`config.mk`:
```
export PLATFORM = sky130hd
export DESIGN_NAME = ip_flit_sink_flat
export DESIGN_NICKNAME = d
export VERILOG_FILES = /design/src/rtl/ip_flit_sink_if.sv /design/src/rtl/ip_flit_sink.sv /design/src/flat_wrapper.sv
export SDC_FILE = /design/constraint.sdc
export NUM_CORES = 1
export LEC_CHECK = 0
export ABC_AREA = 1
export BUFFER_PORTS_ARGS = -buffer_cell sky130_fd_sc_hd__buf_2
export CORE_AREA = 2 2 114 116
export CTS_BUF_LIST = sky130_fd_sc_hd__clkbuf_4 sky130_fd_sc_hd__clkbuf_8 sky130_fd_sc_hd__clkbuf_16
export DETAILED_ROUTE_END_ITERATION = 8
export DIE_AREA = 0 0 116 118
export PLACE_DENSITY_LB_ADDON = 0.1
export SYNTH_ARGS = -nofsm -noshare
export SYNTH_HDL_FRONTEND = slang
export SYNTH_SLANG_ARGS = --single-unit
```
`constraint.sdc`:
```
create_clock -name clk -period 3.5 [get_ports clk]
set_clock_uncertainty 0.05 [all_clocks]
set_input_delay 0.35 -clock clk [delete_from_list [all_inputs] [get_ports clk]]
set_output_delay 0.35 -clock clk [all_outputs]
set_load 0.05 [all_outputs]
```
`src/rtl/ip_flit_sink_if.sv`:
```
// Flit ejection link between a switch local output port and its IP sink.
// The switch drives data_i/in_w; the sink answers with a registered out_r.
interface ip_flit_sink_if #(
  parameter int unsigned DATA_SIZE = 8,
  parameter int unsigned ADDR_SIZE = 4
) ();

  // {tail, addr, payload}
  logic [DATA_SIZE+ADDR_SIZE:0] data_i;
  logic                         in_w;
  logic                         out_r;

  modport master (
    output data_i,
    output in_w,
    input  out_r
  );

  modport slave (
    input  data_i,
    input  in_w,
    output out_r
  );

endinterface

```
`src/rtl/ip_flit_sink.sv`:
```
// Traffic sink on a switch local port: reassembles packets, checks flit
// addresses and packet length, keeps saturating statistics and injects a
// periodic backpressure pattern on out_r.
module ip_flit_sink #(
  parameter int unsigned DATA_SIZE     = 8,
  parameter int unsigned ADDR_SIZE     = 4,
  parameter int unsigned ADDR          = 0,
  parameter int unsigned MAX_PACK_LEN  = 8,
  parameter int unsigned PACKS_TO_RECV = 16,
  parameter int unsigned STALL_PERIOD  = 0,
  parameter int unsigned CNT_W         = 32
) (
  input  logic               clk,
  input  logic               a_rst,
  ip_flit_sink_if.slave      slv,
  output logic [CNT_W-1:0]   flit_cnt,
  output logic [CNT_W-1:0]   pack_cnt,
  output logic [CNT_W-1:0]   err_cnt,
  output logic [7:0]         last_len,
  output logic               err,
  output logic               done
);

  localparam int unsigned    ScW    = (STALL_PERIOD > 1) ? $clog2(STALL_PERIOD) : 1;
  localparam int unsigned    ScMax  = (STALL_PERIOD > 0) ? STALL_PERIOD - 1 : 0;
  localparam logic [CNT_W-1:0] CntOne = CNT_W'(1);

  typedef enum logic [0:0] {StIdle, StBody} state_e;

  state_e                  r_state, w_state_next;
  logic [ScW-1:0]          r_sc, w_sc_next;
  logic                    r_out_r, w_out_r_next;
  logic [7:0]              r_len, w_len_cur;
  logic                    r_perr, w_perr_cur;
  logic [CNT_W-1:0]        r_flit_cnt, r_pack_cnt, r_err_cnt;
  logic [7:0]              r_last_len;
  logic                    r_err, r_done;

  logic                    w_accept;
  logic                    w_tail;
  logic [ADDR_SIZE-1:0]    w_addr;
  logic                    w_addr_bad;

  // Saturating +1 shared by all statistics counters.
  function automatic logic [CNT_W-1:0] sat_inc(input logic [CNT_W-1:0] v);
    return (&v) ? v : v + CntOne;
  endfunction

  assign w_accept   = slv.in_w & r_out_r;
  assign w_tail     = slv.data_i[DATA_SIZE+ADDR_SIZE];
  assign w_addr     = slv.data_i[DATA_SIZE+ADDR_SIZE-1:DATA_SIZE];
  assign w_addr_bad = (w_addr != ADDR_SIZE'(ADDR));

  assign slv.out_r = r_out_r;
  assign flit_cnt  = r_flit_cnt;
  assign pack_cnt  = r_pack_cnt;
  assign err_cnt   = r_err_cnt;
  assign last_len  = r_last_len;
  assign err       = r_err;
  assign done      = r_done;

  // Stall pattern: out_r drops in the cycle where the counter sits at ScMax.
  always_comb begin
    w_sc_next    = (r_sc == ScW'(ScMax)) ? '0 : r_sc + ScW'(1);
    w_out_r_next = (STALL_PERIOD == 0) ? 1'b1 : (w_sc_next != ScW'(ScMax));
  end

  // Stall counter and registered ready; ready stays low while in reset.
  always_ff @(posedge clk or negedge a_rst) begin
    if (!a_rst) begin
      r_sc    <= '0;
      r_out_r <= 1'b0;
    end else begin
      r_sc    <= w_sc_next;
      r_out_r <= w_out_r_next;
    end
  end

  // Next state plus the length/error view of the packet including this flit.
  always_comb begin
    w_state_next = r_state;
    w_len_cur    = 8'd1;
    w_perr_cur   = 1'b0;
    if (r_state == StBody) begin
      w_len_cur  = (r_len == 8'hFF) ? 8'hFF : r_len + 8'd1;
      w_perr_cur = r_perr;
    end
    w_perr_cur = w_perr_cur | w_addr_bad | (32'(w_len_cur) > MAX_PACK_LEN);
    if (w_accept) begin
      unique case (r_state)
        StIdle:  w_state_next = w_tail ? StIdle : StBody;
        StBody:  w_state_next = w_tail ? StIdle : StBody;
        default: w_state_next = StIdle;
      endcase
    end
  end

  // FSM state register.
  always_ff @(posedge clk or negedge a_rst) begin
    if (!a_rst) begin
      r_state <= StIdle;
    end else begin
      r_state <= w_state_next;
    end
  end

  // Per-packet tracking and statistics, all updated on the accepting edge.
  always_ff @(posedge clk or negedge a_rst) begin
    if (!a_rst) begin
      r_len      <= '0;
      r_perr     <= 1'b0;
      r_flit_cnt <= '0;
      r_pack_cnt <= '0;
      r_err_cnt  <= '0;
      r_last_len <= '0;
      r_err      <= 1'b0;
    end else if (w_accept) begin
      r_flit_cnt <= sat_inc(r_flit_cnt);
      if (w_tail) begin
        r_pack_cnt <= sat_inc(r_pack_cnt);
        r_last_len <= w_len_cur;
        if (w_perr_cur) begin
          r_err_cnt <= sat_inc(r_err_cnt);
          r_err     <= 1'b1;
        end
        r_len  <= '0;
        r_perr <= 1'b0;
      end else begin
        r_len  <= w_len_cur;
        r_perr <= w_perr_cur;
      end
    end
  end

  // Sticky done, one cycle behind the packet counter reaching its target.
  always_ff @(posedge clk or negedge a_rst) begin
    if (!a_rst) begin
      r_done <= 1'b0;
    end else if ((PACKS_TO_RECV != 0) && (r_pack_cnt >= CNT_W'(PACKS_TO_RECV))) begin
      r_done <= 1'b1;
    end
  end

endmodule

```
`src/flat_wrapper.sv`:
```
// flat-port wrapper written by rule: the top's interface ports become plain ports
module ip_flit_sink_flat 
#(
  parameter int unsigned DATA_SIZE     = 8,
  parameter int unsigned ADDR_SIZE     = 4,
  parameter int unsigned ADDR          = 0,
  parameter int unsigned MAX_PACK_LEN  = 8,
  parameter int unsigned PACKS_TO_RECV = 16,
  parameter int unsigned STALL_PERIOD  = 0,
  parameter int unsigned CNT_W         = 32
)
  (clk, a_rst, flit_cnt, pack_cnt, err_cnt, last_len, err, done, slv_data_i, slv_in_w, slv_out_r);
  ip_flit_sink_if #(.DATA_SIZE(DATA_SIZE), .ADDR_SIZE(ADDR_SIZE)) slv_i ();
  input  logic clk;
  input  logic a_rst;
  output logic [CNT_W-1:0] flit_cnt;
  output logic [CNT_W-1:0] pack_cnt;
  output logic [CNT_W-1:0] err_cnt;
  output logic [7:0] last_len;
  output logic err;
  output logic done;
  input wire logic [$bits(slv_i.data_i)-1:0] slv_data_i;
  input wire logic [$bits(slv_i.in_w)-1:0] slv_in_w;
  output wire logic [$bits(slv_i.out_r)-1:0] slv_out_r;
  assign slv_i.data_i = slv_data_i;
  assign slv_i.in_w = slv_in_w;
  assign slv_out_r = slv_i.out_r;
  ip_flit_sink #(.DATA_SIZE(DATA_SIZE), .ADDR_SIZE(ADDR_SIZE), .ADDR(ADDR), .MAX_PACK_LEN(MAX_PACK_LEN), .PACKS_TO_RECV(PACKS_TO_RECV), .STALL_PERIOD(STALL_PERIOD), .CNT_W(CNT_W)) u_core (.clk(clk), .a_rst(a_rst), .slv(slv_i), .flit_cnt(flit_cnt), .pack_cnt(pack_cnt), .err_cnt(err_cnt), .last_len(last_len), .err(err), .done(done));
endmodule
```
# --- Yosys cells after proc, flatten, opt, wreduce, memory -nomap -nowiden ---
# Cells that the tools add are included.
totals:
  in_bits: 16
  regBits: 117
classes:
  eq_ne: 1
  bitwise: 6
  muxes: 6
  n_lt_le_gt_ge: 2
  addsub: 4
  n_reduce_logical: 9
op_table:
  columns: ["operator", "count"]
  rows:
  - ["$add 32x1->32 const B", 3]
  - ["$reduce_and 32->1", 3]
  - ["$ge 32x5->1 const B", 1]
  - ["$mux 8", 3]
  - ["$add 8x1->8 const B", 1]
  - ["$eq 8x8->1 const B", 1]
  - ["$gt 8x4->1 const B", 1]
  - ["$reduce_and 3->1", 2]
  - ["$reduce_and 2->1", 2]
  - ["$reduce_and 4->1", 1]
  - ["$reduce_bool 4->1", 1]
  - ["$mux 1", 3]
  - ["$not 1->1", 3]
  - ["$or 1x1->1", 2]
  - ["$and 1x1->1", 1]

# --- Longest topological paths before layout ---
# Gate-level depths: netlist (run 1).
depth:
  depth_word: 6
  mapped_depth: 13
  mapped_depth_nobuf: 12

# --- Worst setup path before layout (run 1) ---
# OpenSTA, ideal clock, no wires.
synth_timing:
  kind: "flip-flop to flip-flop"
  from: "register u_core.r_err_cnt[0], in the netlist u_core.err_cnt[0]"
  to: "register u_core.r_err_cnt[0], in the netlist u_core.err_cnt[0]"
  setup_time_ns: 0.118
  path_slack_ns: 1.357
  path_buffers: 1
  required_ns: 3.332
  arrival_ns: 1.975
  path_stages_with_launch: 11
  cell_sequence: "dfrtp_1 -> ha_1 -> inv_1 -> nor2_4 -> nand2_1 -> nor2_2 -> a21oi_2 -> nand3_4 -> buf_12 -> nand2_2 -> nand2_2"
synth_between:
  elab_chain_cells: 3
synth_lines:
  columns: ["element", "line_no", "rtl"]
  rows:
  - ["from (decl)", "ip_flit_sink.sv:35", "logic [CNT_W-1:0] r_flit_cnt, r_pack_cnt, r_err_cnt;"]
  - ["from (signal assigned)", "ip_flit_sink.sv:123", "r_err_cnt <= sat_inc(r_err_cnt);"]
  - ["branches (longest 3 deep; another with $add 32x1->32)", null, null]
# Parallel ways; which one is timed is not known.
# A chain may end at the register's enable or synchronous reset.

# --- Worst setup path in the final report (run 1) ---
layout_timing:
  from: "register u_core.r_err_cnt[0], in the netlist u_core.err_cnt[0]"
  to: "register u_core.r_err_cnt[17], in the netlist u_core.err_cnt[17]"
# The elaborated chain is that of the path after synthesis.

==> results of run 1 <==
[worst register-to-register path, stage by stage, from the launching register on]
cell,delay (ns)
dfrtp_1,0.51
ha_1,0.31
inv_1,0.15
nor2_4,0.08
nand2_1,0.12
nor2_2,0.07
a21oi_2,0.21
nand3_4,0.48
nand2_2,0.22
nand2_2,0.06
[cell type report]
type                    instances  share of cell area
clock buffers                  25              0.0606
well taps                     172              0.0249
clock inverters                 7              0.0135
repair buffers                121              0.0742
inverters                      88              0.0383
flip-flops and latches        117               0.339
multi-input cells             756               0.449
[per-stage QoR]
stage,utilization,cells
6_report,0.695,1286
5_1_grt,0.695,1286
4_1_cts,0.695,1286
3_5_place_dp,0.643,1253
3_3_place_gp,0.643,1253
2_1_floorplan,-,989
[sequential cells by signal, indices dropped and copies added, names as in the netlist]
signal            cells
u_core.err            1
u_core.r_state        1
u_core.done           1
u_core.slv.out_r      1
u_core.r_len          8
u_core.r_perr         1
u_core.last_len       8
u_core.pack_cnt      32
u_core.flit_cnt      32
u_core.err_cnt       32
[synth_stat cells (3+ instances only)]
master | n | area share
nand2_1 | 298 | 0.15
dfrtp_1 | 117 | 0.40
nor2_1 | 100 | 0.051
inv_1 | 79 | 0.040
nand2_2 | 60 | 0.051
xor2_1 | 59 | 0.070
nand4_1 | 57 | 0.049
nor3_1 | 43 | 0.029
nand3_1 | 31 | 0.021
o21ai_0 | 24 | 0.016
o21ai_1 | 16 | 0.011
xnor2_1 | 15 | 0.018
buf_2 | 13 | 0.0089
nand3b_1 | 11 | 0.011
inv_2 | 8 | 0.0041
nor4_1 | 8 | 0.0068
nor2_2 | 7 | 0.0060
clkbuf_1 | 6 | 0.0031
ha_1 | 5 | 0.0085
o22ai_1 | 5 | 0.0043
buf_12 | 3 | 0.0082
buf_6 | 3 | 0.0046
[routing by layer]
metal | share of wire | vias up
met4 | 0.011 | 0
met3 | 0.055 | 22
met5 | 0 | -
met2 | 0.48 | 207
li1 | - | 3409
met1 | 0.45 | 3208
[power groups by stage]
stage | sequential (W) | combinational [W] | clock [W]
after CTS | 0.00164 | 0.000936 | 0.00189
after global routing | 0.00166 | 0.00100 | 0.00195
after floorplan | 0.00202 | 0.000320 | 0
final | 0.00164 | 0.000930 | 0.00187
after global placement | 0.00166 | 0.000919 | 0
after detailed placement | 0.00166 | 0.000930 | 0
[logic make-up after synthesis]
family                   Yosys count  share of synthesized area
buffers and inverters            116                     0.0725
other                              1                   0.000511
AO/OA/AOI/OAI                     52                     0.0387
adder cells (fa/ha/maj)            5                    0.00853
flip-flops                       117                      0.399
AND/OR/NAND/NOR                  624                      0.392
XOR/XNOR                          74                     0.0884
[worst paths after layout]
check / from / depth (start not counted) / end / slack, ns
hold / removal: slv_data_i[12] / 4 / u_core.r_len[3]$_DFFE_PN0P_ / 0.25
setup / recovery: u_core.err_cnt[0]$_DFFE_PN0P_ / 9 / u_core.err_cnt[17]$_DFFE_PN0P_ / 1.12
min in group asynchronous: a_rst / 2 / u_core.pack_cnt[13]$_DFFE_PN0P_ / 0.46
setup reg to reg: u_core.err_cnt[0]$_DFFE_PN0P_ / 9 / u_core.err_cnt[17]$_DFFE_PN0P_ / 1.12
hold reg to reg: u_core.last_len[6]$_DFFE_PN0P_ / 2 / u_core.last_len[6]$_DFFE_PN0P_ / 0.44
max in group asynchronous: a_rst / 3 / u_core.err_cnt[23]$_DFFE_PN0P_ / 2.16
==> flow_summary.json, run 1 <==
{
  "outcome": "finished clean",
  "synth_cell_types": 36,
  "grt-ovfl-total": 0,
  "diodes": 0,
  "grt_start_max_net_pins": 68,
  "pin_count": 123,
  "clkSlewWorstSetupHoldPaths_ns": 0.05,
  "synth.avg_cell_area_um2": 7.42,
  "holdWs_ns": 0.250,
  "post-dp-hpwl_um": 13300,
  "multi_input_area_um2": 3880,
  "worst_ep_required_time_ns": 3.76,
  "floorplan.initialDensity": 0.591,
  "root_buffer": "clkbuf_16",
  "port_buffers": 114,
  "fillers": 1129,
  "coreArea_um2": 12400,
  "cp_max_fo": 32,
  "grt_pass1_wl_um": 31400,
  "ant_nets": 0,
  "synth_flop_cell": "dfrtp_1",
  "placed_area_um2": 7980,
  "die_h_um": 118,
  "crit_top_cell": "nand2_2",
  "vias_per_cell": 5.32,
  "drc_errors": 0,
  "synth-async-reset-ratio": 1.00,
  "vias": 6846,
  "final_cell_mix": "298 x nand2_1, 117 x dfrtp_1, 113 x buf_2",
  "layout-drive-gt1-share": 0.214,
  "path_delay_family": "simple AND/OR/NAND/NOR gates",
  "fin_crit_sh": 0.679,
  "finalNetCount": 1122,
  "cts_tree": "yes",
  "detail_route.wl_per_cell_um": 14.7,
  "critPathBufInv": 1,
  "syn_to_final_growth_pct": 17.7,
  "grt_busiest_layer": "met2",
  "tns_ns": 0,
  "finalSetupViolations": 0,
  "final-seq-area_um2": 2930,
  "post_cts_resized": 0,
  "cp.arrival_ns": 2.63,
  "end_kind": "register",
  "hp-class": "in2reg",
  "die_x_um": 116,
  "use_met2": 0.462,
  "power.switching_w": 0.00150,
  "grt.met3_usage": 0.0597,
  "dr.pass1.iters": 9,
  "drv_slew": 0,
  "synthCells": 989,
  "rsz0062_at_grt": "false",
  "p_comb_frac": 0.209,
  "layout_min_cycle_time_ns": 2.38,
  "timing.final.ws_setup_ns": 1.12,
  "grt_pass1_vias": 6412,
  "switching_share": 0.337,
  "drt-initial-drc-count": 621,
  "p_int_w": 0.00294,
  "drv_cap": 0,
  "hold_violations": 0,
  "cts_setup_buffers": 0,
  "cp_slowest_cell": "dfrtp_1",
  "power_density_nw_per_um2": 514,
  "finalInstanceArea_um2": 8630,
  "clkPwrFrac": 0.421,
  "met1_usage": 0.401,
  "clock_path_buffers": 2,
  "h-tree-depth": 4,
  "antenna_found_initial": 0,
  "row_count": 41,
  "cp_cell_sequence": "ha_1, inv_1, nor2_4, nand2_1, nor2_2, a21oi_2, nand3_4, nand2_2, nand2_2",
  "syn-num-nets": 1010,
  "synth_seq_area_share": 0.399,
  "final_common_cell": "nand2_1",
  "power_frac_seq": 0.370,
  "tightest_slew_ns": 0.663,
  "gp_congestion": 0.879,
  "slowest_delay_ns": 0.51,
  "wl_um": 18900,
  "max_freq_mhz": 421,
  "finalPower_w": 0.00444,
  "startpoint_type": "register",
  "clk_latency_ns": 0.42,
  "synth_enable_flop_cells": 0,
  "ir_drop_uv": 437,
  "synth_area_um2": 7330,
  "relSlewSlack": 0.558,
  "place_ws_ns": 1.16,
  "cts.sinks": 117,
  "leakagePower_nw": 4.15,
  "worstSetupPathType": "reg2reg",
  "cts_hold_buf": 1,
  "numCtsBuffers": 17,
  "grt_util_all_layers": 0.288,
  "synth-seq-cells": 117,
  "dieArea_um2": 13700,
  "ys_warn_count": 0
}
(Power assumes the default switching activity.)
==> run 2, diff against run 1 <==
Settings changed: ABC_AREA 1 to 0, CORE_AREA 2 2 114 116 to 2 2 105 107, DIE_AREA 0 0 116 118 to 0 0 107 109.
Clock period 3.5 ns to 2.5 ns, I/O delays scaled along.
==> run 2 against run 1 <==
  * Final area shrank 17%
  * Area after synthesis fell by 23%
  * Sequential share of layout area rose by 6.9 points
  * Sequential power increased by 35%
  * Flip-flop and latch count unchanged
  * Fmax hardly changed
  * Worst setup slack worse by 1.0 ns
  * Worst hold slack got worse by 0.21 ns
  * Critical path depth is 1 lower
  * Cell count shrank 34%
  * Critical endpoint is now u_core.err_cnt[1]$_DFFE_PN0P_
  * Largest cell class is now flip-flops and latches
==> flow_summary.json, run 2 <==
{
  "top_layer": "met4",
  "grt_start_max_net_pins": 52,
  "synth_area_leaders": "dfrtp_1 52%, xnor2_1 7.3%, xor2_1 7.1%",
  "die_h_um": 109,
  "hp-class": "in2reg",
  "syn_to_final_growth_pct": 26.4,
  "clk_latency_ns": 0.53,
  "wl_met2_um": 6350,
  "coreArea_um2": 10600,
  "yosysTopAreaCell": "dfrtp_1",
  "max_freq_mhz": 421,
  "vias": 4675,
  "drv_slew": 0,
  "critPathBufInv": 2,
  "synth_seq_area_share": 0.516,
  "synth.most_common_cell": "dfrtp_1",
  "synth_top_cell_area_share": 0.516,
  "tns_ns": 0,
  "final_cell_mix": "116 x dfrtp_1, 113 x buf_2, 72 x nand2_1",
  "rsz0062_at_grt": "false",
  "wl_met3_um": 650,
  "syn-num-nets": 580,
  "drc_errors": 0,
  "synth-seq-cells": 117,
  "cp_cell_sequence": "ha_1, buf_4, and4b_1, nor3_2, nor4b_4, buf_6, nor2_2, mux2_4",
  "port_buffers": 114,
  "worstSetupPathType": "reg2reg",
  "floorplan.initialDensity": 0.535,
  "synth_flop_cell": "dfrtp_1",
  "synth-async-reset-ratio": 1.00,
  "placed_cells": 819,
  "drt-initial-drc-count": 273,
  "diodes": 0,
  "clkSlewWorstSetupHoldPaths_ns": 0.06,
  "wl_met1_um": 6060,
  "cp_slowest_cell": "nor4b_4",
  "r2r_slack_ns": 0.12,
  "hold_violations": 0,
  "fin_crit_sh": 0.951,
  "row_count": 38,
  "finalSetupViolations": 0,
  "post-dp-hpwl_um": 9350,
  "drv_cap": 0,
  "pin_count": 123,
  "slowest_delay_ns": 0.51,
  "synth_cell_types": 50,
  "clock_path_buffers": 2,
  "layout_min_cycle_time_ns": 2.38,
  "cts.sinks": 117,
  "final_cells": 852,
  "h-tree-depth": 4,
  "relSlewSlack": 0.627,
  "ant_nets": 0,
  "synth_enable_flop_cells": 0,
  "dieArea_um2": 11700,
  "ir_drop_uv": 447,
  "fillers": 828,
  "detail_route.wl_per_cell_um": 15.6,
  "synthCells": 559,
  "grt_util_all_layers": 0.245,
  "cts_setup_buffers": 0,
  "grt-ovfl-total": 0,
  "synth.avg_cell_area_um2": 10.2,
  "cts_tree": "yes",
  "finalNetCount": 720,
  "grt_pass1_wl_um": 22100,
  "leakagePower_nw": 3.65,
  "numCtsBuffers": 17,
  "die_x_um": 107,
  "end_kind": "register",
  "yosys-top-cells-count": "117 x dfrtp_1, 72 x nand2_1, 47 x xnor2_1",
  "cp.arrival_ns": 2.74,
  "outcome": "finished clean",
  "gp_congestion": 0.885,
  "synth_area_um2": 5680,
  "wl_um": 13300,
  "vias_per_cell": 5.49,
  "ys_warn_count": 0,
  "dr.pass1.iters": 4,
  "layout-drive-gt1-share": 0.247,
  "power_density_nw_per_um2": 805,
  "worst_ep_required_time_ns": 2.86,
  "tightest_slew_ns": 0.559,
  "cp_max_fo": 8,
  "startpoint_type": "register",
  "path_delay_family": "simple AND/OR/NAND/NOR gates",
  "antenna_found_initial": 0,
  "grt_pass1_vias": 4465,
  "final_common_cell": "dfrtp_1",
  "root_buffer": "clkbuf_8"
}
run 2: cell families after synthesis:
kind of cell    count (synthesis)  share of synthesized area
buf+inv                        27                     0.0196
flops                         117                      0.516
fa+ha+maj                       5                     0.0110
mux                             3                    0.00661
compound gates                 36                     0.0384
xor+xnor                       93                      0.143
simple gates                  277                      0.264
other cells                     1                   0.000661
run 2: stage by stage:
| step | power [W] | worst slack (ns) | hold WS, ns | utilization | cell area, um2 |
|---|---|---|---|---|---|
| final | 0.00578 | 0.123 | 0.0356 | 0.677 | 7180 |
| after global routing | 0.00601 | 0.0179 | 0.0789 | 0.677 | 7180 |
| after CTS | 0.00582 | 0.0403 | 0.0241 | 0.676 | 7170 |
| after detailed placement | 0.00326 | 0.0105 | 0.228 | 0.616 | 6530 |
| after global placement | 0.00324 | 0.0590 | 0.221 | 0.616 | 6530 |
| after floorplan | 0.00293 | 0.0306 | -0.0956 | - | 5680 |
run 2: area by class of cell:
| class | count | area (um2) | share of cell area |
|---|---|---|---|
| inverter | 14 | 52.6 | 0.00732 |
| multi-input combinational | 415 | 2640 | 0.368 |
| tap | 140 | 175 | 0.0244 |
| clock buffer | 22 | 477 | 0.0664 |
| sequential | 117 | 2930 | 0.408 |
| timing repair buffer | 134 | 754 | 0.105 |
| clock inverter | 10 | 150 | 0.0209 |
run 2: worst min-delay path: cells and delay by family:
family	cells	cell delay, ns
and+or+nand+nor	1	0.07
buffers and inverters	1	0.12
AOI/OAI and AO/OA	2	0.14
run 2: worst paths after layout:
kind / depth (start not counted) / from / to
hold reg to reg: 2 / u_core.last_len[6]$_DFFE_PN0P_ / u_core.last_len[6]$_DFFE_PN0P_
setup / recovery: 8 / u_core.r_len[0]$_DFFE_PN0P_ / u_core.err_cnt[1]$_DFFE_PN0P_
min in group asynchronous: 2 / a_rst / u_core.r_len[1]$_DFFE_PN0P_
hold / removal: 4 / slv_data_i[12] / u_core.r_len[2]$_DFFE_PN0P_
max in group asynchronous: 3 / a_rst / u_core.pack_cnt[25]$_DFFE_PN0P_
setup reg to reg: 8 / u_core.r_len[0]$_DFFE_PN0P_ / u_core.err_cnt[1]$_DFFE_PN0P_
run 2: report_power, final:
part / total [W] / switching [W] / internal (W)
Combinational: 0.00102 / 0.000751 / 0.000265
Clock: 0.00255 / 0.000826 / 0.00172
Sequential: 0.00221 / 0.000176 / 0.00204
Total: 0.00578 / 0.00175 / 0.00402
run 2: layer usage:
metal	vias to the layer above	global-route usage
met3	23	0.0598
li1	2255	-
met2	127	0.384
met5	-	0
met1	2270	0.326
met4	0	0.103
run 2: repair_timing:
action                                 4_1_cts  5_1_grt
hold buffers                                 1        0
endpoints found under the hold margin       40        0
resized for setup                            0        4
setup endpoints to repair                    0        3
==> run 3, diff against run 2 <==
Settings changed: CORE_AREA 2 2 105 107 to 2 2 110 112, DIE_AREA 0 0 107 109 to 0 0 112 114.
==> run 3 against run 2 <==
  * Worst hold slack improved by 0.13 ns
  * Critical endpoint unchanged
  * Core utilization shrank 6.9 points
  * Register-to-register slack better by 0.02 ns
  * Clock power decreased by 7.8%
  * Via count is 1.1% lower
==> flow_summary.json, run 3 (synthesis gave the netlist of run 2 again) <==
{
  "row_count": 40,
  "worstHoldEndpoint": "u_core.r_len[1]$_DFFE_PN0P_",
  "port_buffers": 114,
  "tns_ns": 0,
  "rr_worst_depth": 8,
  "gp_congestion": 0.834,
  "grt-ovfl-total": 0,
  "fin_crit_sh": 0.945,
  "ir_drop_uv": 570,
  "grt_pass1_vias": 4440,
  "layout_min_cycle_time_ns": 2.36,
  "finalInstanceArea_um2": 7120,
  "drv_cap": 0,
  "antenna_found_initial": 0,
  "tightest_slew_ns": 0.653,
  "cts_tree": "yes",
  "die_h_um": 114,
  "finalNetCount": 718,
  "outcome": "finished clean",
  "drc_errors": 0,
  "fillers": 1075,
  "placed_area_um2": 6530,
  "numCtsBuffers": 17,
  "finalSetupViolations": 0,
  "floorplan.initialDensity": 0.485,
  "relSlewSlack": 0.565,
  "cp_cell_sequence": "ha_1, buf_4, and4b_1, nor3_2, nor4b_4, buf_12, nor2_2, mux2_4",
  "reg2reg_from": "u_core.r_len[0]$_DFFE_PN0P_",
  "r2r_slack_ns": 0.14,
  "end_kind": "register",
  "leakagePower_nw": 3.62,
  "diodes": 0,
  "rsz0062_at_grt": "false",
  "r2r-end": "u_core.err_cnt[1]$_DFFE_PN0P_",
  "final_cells": 856,
  "dr.pass1.iters": 4,
  "cp_max_fo": 27,
  "grt_pass1_wl_um": 21600,
  "detail_route.wl_per_cell_um": 15.2,
  "worstHoldStart": "slv_data_i[12]",
  "h-tree-depth": 4,
  "pin_count": 123,
  "drt-initial-drc-count": 219,
  "clock_path_buffers": 2,
  "cts.sinks": 117,
  "vias_per_cell": 5.40,
  "holdPathStages": 4,
  "hold_violations": 0,
  "vias": 4625,
  "critPathBufInv": 2,
  "die_x_um": 112,
  "cp_slowest_cell": "nor4b_4",
  "placed_cells": 824,
  "grt_util_all_layers": 0.213,
  "worstSetupPathType": "reg2reg",
  "grt_start_max_net_pins": 58,
  "post-dp-hpwl_um": 9310,
  "final_common_cell": "dfrtp_1",
  "wl_um": 13000,
  "slowest_delay_ns": 0.44,
  "path_delay_family": "simple AND/OR/NAND/NOR gates",
  "power_density_nw_per_um2": 782,
  "cp.arrival_ns": 2.61,
  "hp-class": "in2reg",
  "root_buffer": "clkbuf_16",
  "final_cell_mix": "117 x dfrtp_1, 113 x buf_2, 72 x nand2_1",
  "coreArea_um2": 11700,
  "worst_ep_required_time_ns": 2.75,
  "clkSlewWorstSetupHoldPaths_ns": 0.05,
  "drv_slew": 0,
  "layout-drive-gt1-share": 0.243,
  "startpoint_type": "register",
  "max_freq_mhz": 423,
  "clk_latency_ns": 0.41,
  "cts_setup_buffers": 0,
  "dieArea_um2": 12800,
  "ant_nets": 0,
  "syn_to_final_growth_pct": 25.4
}
[run 3: cell count changes in the layout (fill, tap and decap cells not counted)]
cell	before	now
clkbuf_16	16	17
buf_6	1	0
dfrtp_1	116	117
clkbuf_8	5	3
buf_4	17	16
and4_4	1	0
clkinvlp_4	0	2
and4_2	0	1
bufinv_16	4	2
dfrtp_2	1	0
[run 3: final cells by class]
class | instances | area (um2) | share of cell area
Multi-Input combinational cell | 415 | 2640 | 0.371
Tap cell | 147 | 184 | 0.0258
Sequential cell | 117 | 2930 | 0.411
Inverter | 14 | 52.6 | 0.00738
Clock buffer | 21 | 474 | 0.0666
Timing Repair Buffer | 132 | 736 | 0.103
Clock inverter | 10 | 105 | 0.0148
[run 3: worst register-to-register path: stages (launching register included)]
cell	delay, ns
dfrtp_1	0.40
ha_1	0.26
buf_4	0.18
and4b_1	0.26
nor3_2	0.07
nor4b_4	0.44
buf_12	0.23
nor2_2	0.08
mux2_4	0.30
[run 3: metal layers]
| layer | wire length [um] | up-vias | track usage |
|---|---|---|---|
| li1 | - | 2249 | - |
| met1 | 6030 | 2258 | 0.286 |
| met2 | 6240 | 109 | 0.335 |
| met3 | 609 | 9 | 0.0659 |
| met4 | 105 | 0 | 0.0626 |
| met5 | 0 | - | 0 |
[run 3: worst max-delay path by stage]
stage                                       start                             to  cells past startpoint
global placement                    slv_data_i[9]  u_core.err_cnt[1]$_DFFE_PN0P_                      8
CTS                   u_core.r_len[0]$_DFFE_PN0P_  u_core.err_cnt[1]$_DFFE_PN0P_                      8
detailed placement                  slv_data_i[9]  u_core.err_cnt[1]$_DFFE_PN0P_                      8
global route          u_core.r_len[0]$_DFFE_PN0P_  u_core.err_cnt[1]$_DFFE_PN0P_                      8
finish                u_core.r_len[0]$_DFFE_PN0P_  u_core.err_cnt[1]$_DFFE_PN0P_                      8
floorplan           u_core.err_cnt[0]$_DFFE_PN0P_  u_core.err_cnt[9]$_DFFE_PN0P_                      8
[run 3: power breakdown]
part,internal [W],switching (W)
Combinational,0.000264,0.000734
Sequential,0.00204,0.000182
Clock,0.00154,0.000813
Total,0.00384,0.00173
[run 3: stage by stage]
| stage | worst slack [ns] | util | hold WS [ns] | power (W) |
|---|---|---|---|---|
| floorplan | 0.0306 | - | -0.0956 | 0.00293 |
| global route | 0.000380 | 0.608 | 0.191 | 0.00580 |
| global placement | 0.101 | 0.557 | 0.261 | 0.00323 |
| CTS | 0.0784 | 0.608 | 0.142 | 0.00562 |
| detailed placement | 0.0967 | 0.557 | 0.267 | 0.00325 |
| finish | 0.139 | 0.608 | 0.165 | 0.00557 |
[run 3: repair_timing]
item | CTS | global route
hold endpoints to repair | 46 | 0
endpoints found under the setup margin | 0 | 1
hold buffers | 1 | 0
gates resized for setup | 0 | 1
